===== src/rtl/his_seq_pkg.sv =====
// Shared types and helpers for the histogram acquisition sequencer.
package his_seq_pkg;

   typedef enum logic [2:0] {
      IDLE    = 3'd0,
      CLEAR   = 3'd1,
      ACQ     = 3'd2,
      DRAIN   = 3'd3,
      READOUT = 3'd4,
      DONE    = 3'd5
   } seqState_t;

   // Counter width for n distinct values; never narrower than one bit.
   function automatic int pixWidth(input int n);
      return (n <= 1) ? 1 : $clog2(n);
   endfunction

   // TDC code meaning "no hit": all ones at the sample width.
   function automatic logic [31:0] noHitCode(input int np);
      return (np >= 32) ? 32'hFFFF_FFFF : ((32'd1 << np) - 32'd1);
   endfunction

endpackage


===== src/rtl/his_seq_rd_stage.sv =====
// Peak readout stage: issues one builder read, registers the returned peak
// and holds it until the consumer accepts it.
module his_seq_rd_stage #(
   parameter int NP = 10,
   parameter int PW = 3
) (
   input  logic          clk,
   input  logic          res,
   input  logic          clr,
   input  logic          active,
   input  logic [PW-1:0] rdAddr,
   input  logic [NP-1:0] peakIn,
   input  logic          peakReady,
   output logic          peakValid,
   output logic [NP-1:0] peakData,
   output logic [PW-1:0] peakPix,
   output logic          hsk
);

   logic          pend;
   logic          validQ;
   logic [NP-1:0] dataQ;
   logic [PW-1:0] pixQ;
   logic          fetch;

   // A new read goes out only when nothing is in flight or waiting for accept.
   assign fetch = active && !pend && !validQ;
   assign hsk   = validQ && peakReady;

   always_ff @(posedge clk or posedge res) begin
      if (res) begin
         pend   <= 1'b0;
         validQ <= 1'b0;
         dataQ  <= '0;
         pixQ   <= '0;
      end else if (clr) begin
         pend   <= 1'b0;
         validQ <= 1'b0;
         dataQ  <= '0;
         pixQ   <= '0;
      end else begin
         pend <= fetch;
         if (pend) begin
            validQ <= 1'b1;
            dataQ  <= peakIn;
            pixQ   <= rdAddr;
         end else if (hsk) begin
            validQ <= 1'b0;
         end
      end
   end

   assign peakValid = validQ;
   assign peakData  = dataQ;
   assign peakPix   = pixQ;

endmodule


===== src/rtl/his_acq_sequencer.sv =====
// Frame sequencer for a histogram builder: clear, acquire, drain, read out peaks.
// Define HIS_SEQ_NOHIT_FILTER_EN to drop all-ones samples and count them on nohit_cnt.
//   state   | meaning
//   IDLE    | waiting for start
//   CLEAR   | one-cycle histogram clear
//   ACQ     | accepting TDC samples, pixel round-robin
//   DRAIN   | letting the builder pipeline settle
//   READOUT | streaming one peak per pixel
//   DONE    | one-cycle frame-complete pulse
module his_acq_sequencer
   import his_seq_pkg::*;
#(
   parameter  int NP        = 10,
   parameter  int PIXEL_NUM = 6,
   parameter  int ACQ_NUM   = 2,
   parameter  int DRAIN_CYC = 2,
   localparam int PW        = pixWidth(PIXEL_NUM)
) (
   input  logic          clk,
   input  logic          res,
   input  logic          start,
   input  logic          abort,
   input  logic          tdc_valid,
   input  logic [NP-1:0] tdc_data,
   output logic          tdc_ready,
   output logic          hb_clr,
   output logic          hb_wr_en,
   output logic [NP-1:0] hb_data,
   output logic [PW-1:0] hb_pix,
   output logic [PW-1:0] hb_rd_addr,
   input  logic [NP-1:0] peak_in,
   output logic          peak_valid,
   output logic [NP-1:0] peak_data,
   output logic [PW-1:0] peak_pix,
   input  logic          peak_ready,
   output logic          busy,
   output logic          done
`ifdef HIS_SEQ_NOHIT_FILTER_EN
   ,
   output logic [15:0]   nohit_cnt
`endif
);

   localparam int AW = pixWidth(ACQ_NUM);
   localparam int DW = pixWidth(DRAIN_CYC);
   localparam logic [PW-1:0] PIX_LAST   = PW'(PIXEL_NUM - 1);
   localparam logic [AW-1:0] ACQ_LAST   = AW'(ACQ_NUM - 1);
   localparam logic [DW-1:0] DRAIN_LOAD = DW'(DRAIN_CYC - 1);

   seqState_t     state;
   seqState_t     stateNxt;
   logic [PW-1:0] pixCnt;
   logic [AW-1:0] acqCnt;
   logic [DW-1:0] drainCnt;
   logic [PW-1:0] rdAddr;
   logic          accept;
   logic          lastSample;
   logic          isNoHit;
   logic          rdHsk;
   logic          lastPeak;
   logic          wrEnQ;
   logic [NP-1:0] wrDataQ;
   logic [PW-1:0] wrPixQ;
   logic          tdcReadyC;
   logic          hbClrC;
   logic          busyC;
   logic          doneC;

   assign accept     = tdcReadyC && tdc_valid;
   assign lastSample = (pixCnt == PIX_LAST) && (acqCnt == ACQ_LAST);
   assign lastPeak   = rdHsk && (rdAddr == PIX_LAST);

   always_ff @(posedge clk or posedge res) begin
      if (res) state <= IDLE;
      else     state <= stateNxt;
   end

   always_comb begin
      stateNxt = state;
      if (abort) begin
         stateNxt = IDLE;
      end else begin
         case (state)
            IDLE:    if (start) stateNxt = CLEAR;
            CLEAR:   stateNxt = ACQ;
            ACQ:     if (accept && lastSample) stateNxt = DRAIN;
            DRAIN:   if (drainCnt == '0) stateNxt = READOUT;
            READOUT: if (lastPeak) stateNxt = DONE;
            DONE:    stateNxt = IDLE;
            default: stateNxt = IDLE;
         endcase
      end
   end

   always_comb begin
      tdcReadyC = 1'b0;
      hbClrC    = 1'b0;
      busyC     = 1'b1;
      doneC     = 1'b0;
      case (state)
         IDLE:    busyC     = 1'b0;
         CLEAR:   hbClrC    = 1'b1;
         ACQ:     tdcReadyC = 1'b1;
         DONE:    doneC     = 1'b1;
         default: ;
      endcase
   end

   // Pixel / acquisition counters; both wrap so they never pass their terminal value.
   always_ff @(posedge clk or posedge res) begin
      if (res) begin
         pixCnt <= '0;
         acqCnt <= '0;
      end else if (abort || state == CLEAR) begin
         pixCnt <= '0;
         acqCnt <= '0;
      end else if (accept) begin
         if (pixCnt == PIX_LAST) begin
            pixCnt <= '0;
            acqCnt <= (acqCnt == ACQ_LAST) ? '0 : acqCnt + AW'(1);
         end else begin
            pixCnt <= pixCnt + PW'(1);
         end
      end
   end

   always_ff @(posedge clk or posedge res) begin
      if (res) begin
         drainCnt <= '0;
      end else if (abort) begin
         drainCnt <= '0;
      end else if (accept && lastSample) begin
         drainCnt <= DRAIN_LOAD;
      end else if (state == DRAIN && drainCnt != '0) begin
         drainCnt <= drainCnt - DW'(1);
      end
   end

   always_ff @(posedge clk or posedge res) begin
      if (res) begin
         rdAddr <= '0;
      end else if (abort || state != READOUT) begin
         rdAddr <= '0;
      end else if (rdHsk) begin
         rdAddr <= (rdAddr == PIX_LAST) ? '0 : rdAddr + PW'(1);
      end
   end

   // One-cycle write latency toward the builder.
   always_ff @(posedge clk or posedge res) begin
      if (res) begin
         wrEnQ   <= 1'b0;
         wrDataQ <= '0;
         wrPixQ  <= '0;
      end else if (abort) begin
         wrEnQ   <= 1'b0;
         wrDataQ <= '0;
         wrPixQ  <= '0;
      end else begin
         wrEnQ <= accept && !isNoHit;
         if (accept) begin
            wrDataQ <= tdc_data;
            wrPixQ  <= pixCnt;
         end
      end
   end

`ifdef HIS_SEQ_NOHIT_FILTER_EN
   localparam logic [NP-1:0] NOHIT = NP'(noHitCode(NP));
   logic [15:0] nohitCnt;

   assign isNoHit = (tdc_data == NOHIT);

   always_ff @(posedge clk or posedge res) begin
      if (res) begin
         nohitCnt <= '0;
      end else if (abort || state == CLEAR) begin
         nohitCnt <= '0;
      end else if (accept && isNoHit && nohitCnt != 16'hFFFF) begin
         nohitCnt <= nohitCnt + 16'd1;
      end
   end

   assign nohit_cnt = nohitCnt;
`else
   assign isNoHit = 1'b0;
`endif

   his_seq_rd_stage #(
      .NP (NP),
      .PW (PW)
   ) u_rd_stage (
      .clk       (clk),
      .res       (res),
      .clr       (abort),
      .active    (state == READOUT),
      .rdAddr    (rdAddr),
      .peakIn    (peak_in),
      .peakReady (peak_ready),
      .peakValid (peak_valid),
      .peakData  (peak_data),
      .peakPix   (peak_pix),
      .hsk       (rdHsk)
   );

   assign tdc_ready  = tdcReadyC;
   assign hb_clr     = hbClrC;
   assign hb_wr_en   = wrEnQ;
   assign hb_data    = wrDataQ;
   assign hb_pix     = wrPixQ;
   assign hb_rd_addr = rdAddr;
   assign busy       = busyC;
   assign done       = doneC;

endmodule


===== config.mk =====
export PLATFORM = sky130hd
export DESIGN_NAME = his_acq_sequencer
export DESIGN_NICKNAME = d
export VERILOG_FILES = /design/src/rtl/his_seq_pkg.sv /design/src/rtl/his_seq_rd_stage.sv /design/src/rtl/his_acq_sequencer.sv
export SDC_FILE = /design/constraint.sdc
export NUM_CORES = 1
export LEC_CHECK = 0
export CAP_MARGIN = 20
export CORE_MARGIN = 2
export CORE_UTILIZATION = 30
export CTS_CLUSTER_SIZE = 28
export DETAILED_ROUTE_END_ITERATION = 7
export PLACE_DENSITY = 0.58
export SYNTH_ARGS = -nofsm -noshare
export SYNTH_HDL_FRONTEND = slang
export SYNTH_HIERARCHICAL = 1
export SYNTH_SLANG_ARGS = --single-unit
export TNS_END_PERCENT = 30

===== constraint.sdc =====
create_clock -name clk -period 1.5 [get_ports clk]
set_input_delay 0.15 -clock clk [delete_from_list [all_inputs] [get_ports clk]]
set_output_delay 0.15 -clock clk [all_outputs]
set_load 0.005 [all_outputs]

=== Word-level counts from Yosys, hierarchy flattened ===
Index checks and enable logic that the tools add are counted.

* $add $sub $neg: 4
* Equality and inequality tests: 12
* Mux-type cells: 36
* Reductions and logical operators: 22

{| class="wikitable"
|+ Operators with widths
! cell !! number
|-
| 2-to-1 mux 3 bit || 15
|-
| 2-to-1 mux 10 bit || 4
|-
| 2-to-1 mux 1 bit || 16
|-
| inequality test 3 bit, second input constant || 5
|-
| one-hot mux 3 bit (5 select lines) || 1
|-
| equality test 3 bit, second input constant || 4
|-
| nonzero test 2 bit || 5
|-
| logical AND 1 bit || 8
|-
| adder 3 x 1 -> 3 bit, second input constant || 2
|-
| equality test 3 x 2 -> 1 bit, second input constant || 2
|-
| nonzero test 3 bit || 2
|-
| AND reduction 4 bit || 1
|-
| equality test 3 x 1 -> 1 bit, second input constant || 1
|-
| logical NOT 3 bit || 1
|-
| logical NOT 1 bit || 2
|-
| logical OR 1 bit || 2
|-
| AND reduction 2 bit || 1
|-
| adder 1 bit, second input constant || 1
|-
| subtractor 1 bit, second input constant || 1
|}

* Bits in registers: 40
* Output and inout bits: 35
* Word-level logic and storage cells: 86

=== Logic depth before layout (Yosys ltp) ===
* Word-level depth: 7
* Mapped depth: 6
* Depth with buffers taken out: 4

=== Modules after synthesis ===
The synthesis kept the hierarchy.

{| class="wikitable"
|+ By module, submodules not included
! module !! times used !! cells an instance !! area an instance (um^2) !! seq. area each (um^2)
|-
| his_acq_sequencer || 1 || 129 || 1189.9 || 625.6
|-
| his_seq_rd_stage || 1 || 50 || 630.6 || 375.4
|}

=== Least setup slack after synthesis ===
Ideal clock, no wire load.

* Kind: reg2reg
* From: register state[0]
* To: register state[0]
* Arrival time: 1.596 ns
* Slack: -0.183 ns
* Stages on the path, launching flop included: 5
* Buffers on the path: 1
* Path through: dfrtp_1 -> or3b_1 -> buf_2 -> or4b_4 -> a211oi_2

* Cells in the longest elaborated chain, start to end: 6
* Elaborated cells between the ends (all ways): 15

{| class="wikitable"
|+ Ends and longest elaborated chain
! item !! RTL line !! source
|-
| start, declared || his_acq_sequencer.sv:50 || <nowiki>seqState_t state;</nowiki>
|-
| start signal, assigned || his_acq_sequencer.sv:75 || <nowiki>else state <= stateNxt;</nowiki>
|-
| equality test 3 x 2 -> 1 bit || his_acq_sequencer.sv:83, his_acq_sequencer.sv:100 ||
|-
| 2-to-1 mux 1 bit || his_acq_sequencer.sv:100 || <nowiki>case (state)</nowiki>
|-
| logical AND 1 bit || his_acq_sequencer.sv:69 || <nowiki>assign accept = tdcReadyC && tdc_valid;</nowiki>
|-
| logical AND 1 bit || his_acq_sequencer.sv:86 || <nowiki>ACQ: if (accept && lastSample) stateNxt = DRAIN;</nowiki>
|-
| inequality test 3 bit (no source line) || n/a ||
|-
| AND reduction 4 bit (no source line) || n/a ||
|}

Parallel ways exist; a longest one is shown, timed or not.
A chain may end at the register's enable or synchronous reset.

=== Worst setup path in the final report ===
Same ends and word-level chain as after synthesis.

==> metrics.md <==
| Metric | Value |
|---|---|
| Final #Nets | roughly 280 |
| Final Core Density | 0.4787 |
| Synthesis-stage register bit count | 40 |
| Area post-placement | 2618 sq um |
| Vias per cell | ~4.7 |
| Max-cap violation count | 0 |
| CP Capture Type | flop |
| Clk buf depth | 2 |
| Routability cong. | ~0.77 |
| Worst path cell trace | buf_6, or3b_4, or4b_4, a211oi_2 |
| Yosys synthesis warning count | 6 |
| PortBufs | 60 |
| Htree depth | 2 |
| Ys async rst share | 1.000 |
| First-pass GRT wire length | between 7000 and 8000 microns |
| Sequential cell area | about 1000 sq um |
| Clk_lat worst skew | between 200 and 300 ps |
| Starting Density | 0.3093 |
| Core ar. | about 6000 sq um |
| Largest net degree at the start of global routing | 31 |
| R2r startpoint | state[0] |
| Fin area | between 2000 and 3000 sq um |
| HPWL Detailed | around 3100 microns |
| CP peak stage delay | slightly below 500 ps |
| Routed WL per cell | between 10 and 15 microns |
| Most frequent cells in the layout | clkdlybuf4s50_1 (56), dfrtp_1 (40), nand2_1 (29), buf_4 (19), nor2_1 (16) |
| Hold Vio Cnt, Final | 0 |
| Power Total | about 2.1 mW |
| TritonCTS clock tree | done |
| Mapped Area | 1820 sq um |
| Dominant cell type by area after synthesis | dfrtp_1 |
| Number of CTS-inserted buffers | 5 |
| Die extent in x | roughly 82 microns |
| Slowest CP cell | or4b_4 |
| Antenna viol nets, final | 0 |
| WL final | between 4000 and 5000 microns |
| Kind of critical path | reg -> reg |
| Mapped Cells | 179 |
| Grt total ovfl | 0 |
| Max-slew headroom | 0.7663 |
| Seq/Total Area, Yosys | 0.5498 |
| Site Rows | 28 |
| Setup crit start kind | flop |
| Setup ws final | -125.6 ps |
| Fill cells | ~590 |
| Post-synth EDFFs | 0 |
| Worst vdd ir | 0.4258 mV |
| Placement Setup Slack | -157.6 ps |
| Mapped Avg Cell Area | roughly 10 sq um |
| Detailed Routing Iterations Pass 1 | 4 |
| Clk root buf | clkbuf_8 |
| Setup-failing EPs final | 4 |
| CTS clk-pin slew, worst paths | 70 ps |
| WP data required | approximately 1700 ps |
| Ys flop type | dfrtp_1 |
| Most common cell after layout, fill and taps aside | clkdlybuf4s50_1 |
| Worst reg2reg path depth | 4 |
| Final Skew | ~3.1 ps |
| Crit path launch | state[0] |
| Area contributors post-synth | dfrtp_1 (55%), mux2i_1 (7.1%), a21oi_1 (6.0%) |
| Clock sinks | 40 |
| Synth top area share | 0.5498 |
| Initial antenna violation count | 0 |
| Share of layout cells above drive strength 1 | 0.2148 |
| Static Leak | about 1.2 nW |
| Final Max Tran Viols | 0 |
| Multi-input logic area | between 800 and 900 sq um |
| # IOs | between 60 and 70 |
| Fmax | about 600 MHz |
| Failing checks | negative setup slack |
| CP Max Fanout | 2 |
| Full die area | 6708 sq um |
| Iter 0 DRT Violations | 67 |
| Vias in the first global route | about 1.4k |
| Status | finished with violations |
| Mapped Nets | between 200 and 250 |
| Slew @ Worst Pin | between 300 and 400 ps |
| ANT cells | 0 |
| Via count | 1560 |
| GRT Total Usage | 0.1370 |
| Reg2reg setup slack | -130 ps |
| Die Y | between 80 and 90 microns |
| Fin crit period | around 1600 ps |
| WP data arrival | ~1800 ps |
| Layout area overhead | 54.78% |
| Hold WC Path Type | in -> async |
| Reg-to-reg endpoint | state[0] |
| Post-synthesis cell type count | 37 |
| Critical Path Sink | state[0] |
| Cell Pwr Density | approximately 760 nW/um^2 |
| Final period utilization | 1.084 |
| Drc violations | 0 |
| RSZ-0062 raised after global routing | yes |
| Hold-fix buffers, CTS | 0 |
==> sequential cells by signal (all words and copies together) (netlist names), 3 cells and up <==
signal / count
hb_data: 10
u_rd_stage/peakData: 10
hb_pix: 3
hb_rd_addr: 3
pixCnt: 3
state: 3
u_rd_stage/peakPix: 3
==> critical path, delay by kind of cell (launching register included) <==
kind,cells,cell delay [ps]
AOI/OAI and AO/OA,1,170
buffers and inverters,1,120
DFF,1,390
and+or+nand+nor,2,860
==> routing by layer <==
layer / part of all wire / vias up / global-route usage
met5: 0 / - / 0
met4: 0.016 / 0 / 0.05500
met3: 0.029 / 5 / 0.02637
met2: 0.48 / 20 / 0.2187
met1: 0.47 / 772 / 0.1826
li1: - / 763 / -
==> synthesized netlist by cell type (2+ instances only) <==
cell type / instances
nand2_1: 29
and4b_1: 2
a21oi_1: 22
nor4bb_1: 2
nor3b_1: 2
inv_1: 5
buf_2: 4
nand2b_1: 3
nor2_1: 16
clkbuf_1: 8
nor3_1: 4
dfrtp_1: 40
mux2i_1: 13
o21ai_0: 5
nor4b_1: 2
==> cells by family after synthesis <==
kind of cell / synth area share
DFF: 0.5498
xor gates and xnor gates: 0.004812
muxes: 0.07766
buffers and inverters: 0.05704
AOI/OAI and AO/OA: 0.09897
and+or+nand+nor: 0.2117
==> through the flow <==
step	cells	hold slack (ps)	TNS, ps
final	331	205.4	-198.6
after CTS	331	203.6	-414.2
after global routing	331	233.9	-818.8
after detailed placement	322	512.6	-1127
after global placement	322	503.3	-1021
after floorplan	179	51.48	-197.7
==> power by group <==
| part | switching [mW] | internal, mW | total (mW) |
|---|---|---|---|
| Clock | 0.330 | 0.300 | 0.630 |
| Sequential | 0.0147 | 1.10 | 1.12 |
| Combinational | 0.170 | 0.218 | 0.388 |
| Total | 0.514 | 1.62 | 2.13 |
==> worst min path at each step <==
| stage | slack (ps) | start | end |
|---|---|---|---|
| floorplan | 50 | res | u_rd_stage/peakData[0] |
| global placement | 500 | u_rd_stage/peakPix[2] | u_rd_stage/peakPix[2] |
| detailed placement | 510 | u_rd_stage/peakPix[0] | u_rd_stage/peakPix[0] |
| CTS | 200 | res | u_rd_stage/peakPix[2] |
| global route | 230 | res | u_rd_stage/peakPix[2] |
| finish | 210 | res | u_rd_stage/peakPix[2] |
==> area by class of cell <==
type | count | area share
clock buffers | 5 | 0.02442
inverters | 6 | 0.007993
multi-input cells | 119 | 0.2895
flip-flops and latches | 40 | 0.3552
well taps | 75 | 0.03330
repair buffers | 86 | 0.2895
==> repair_timing <==
action                     4_1_cts  5_1_grt
pin swaps                        2        3
gates cloned                     0        0
resized for setup               19       19
setup buffers                    4        1
setup endpoints to repair        7       22
Power figures use the tool's default switching activity.
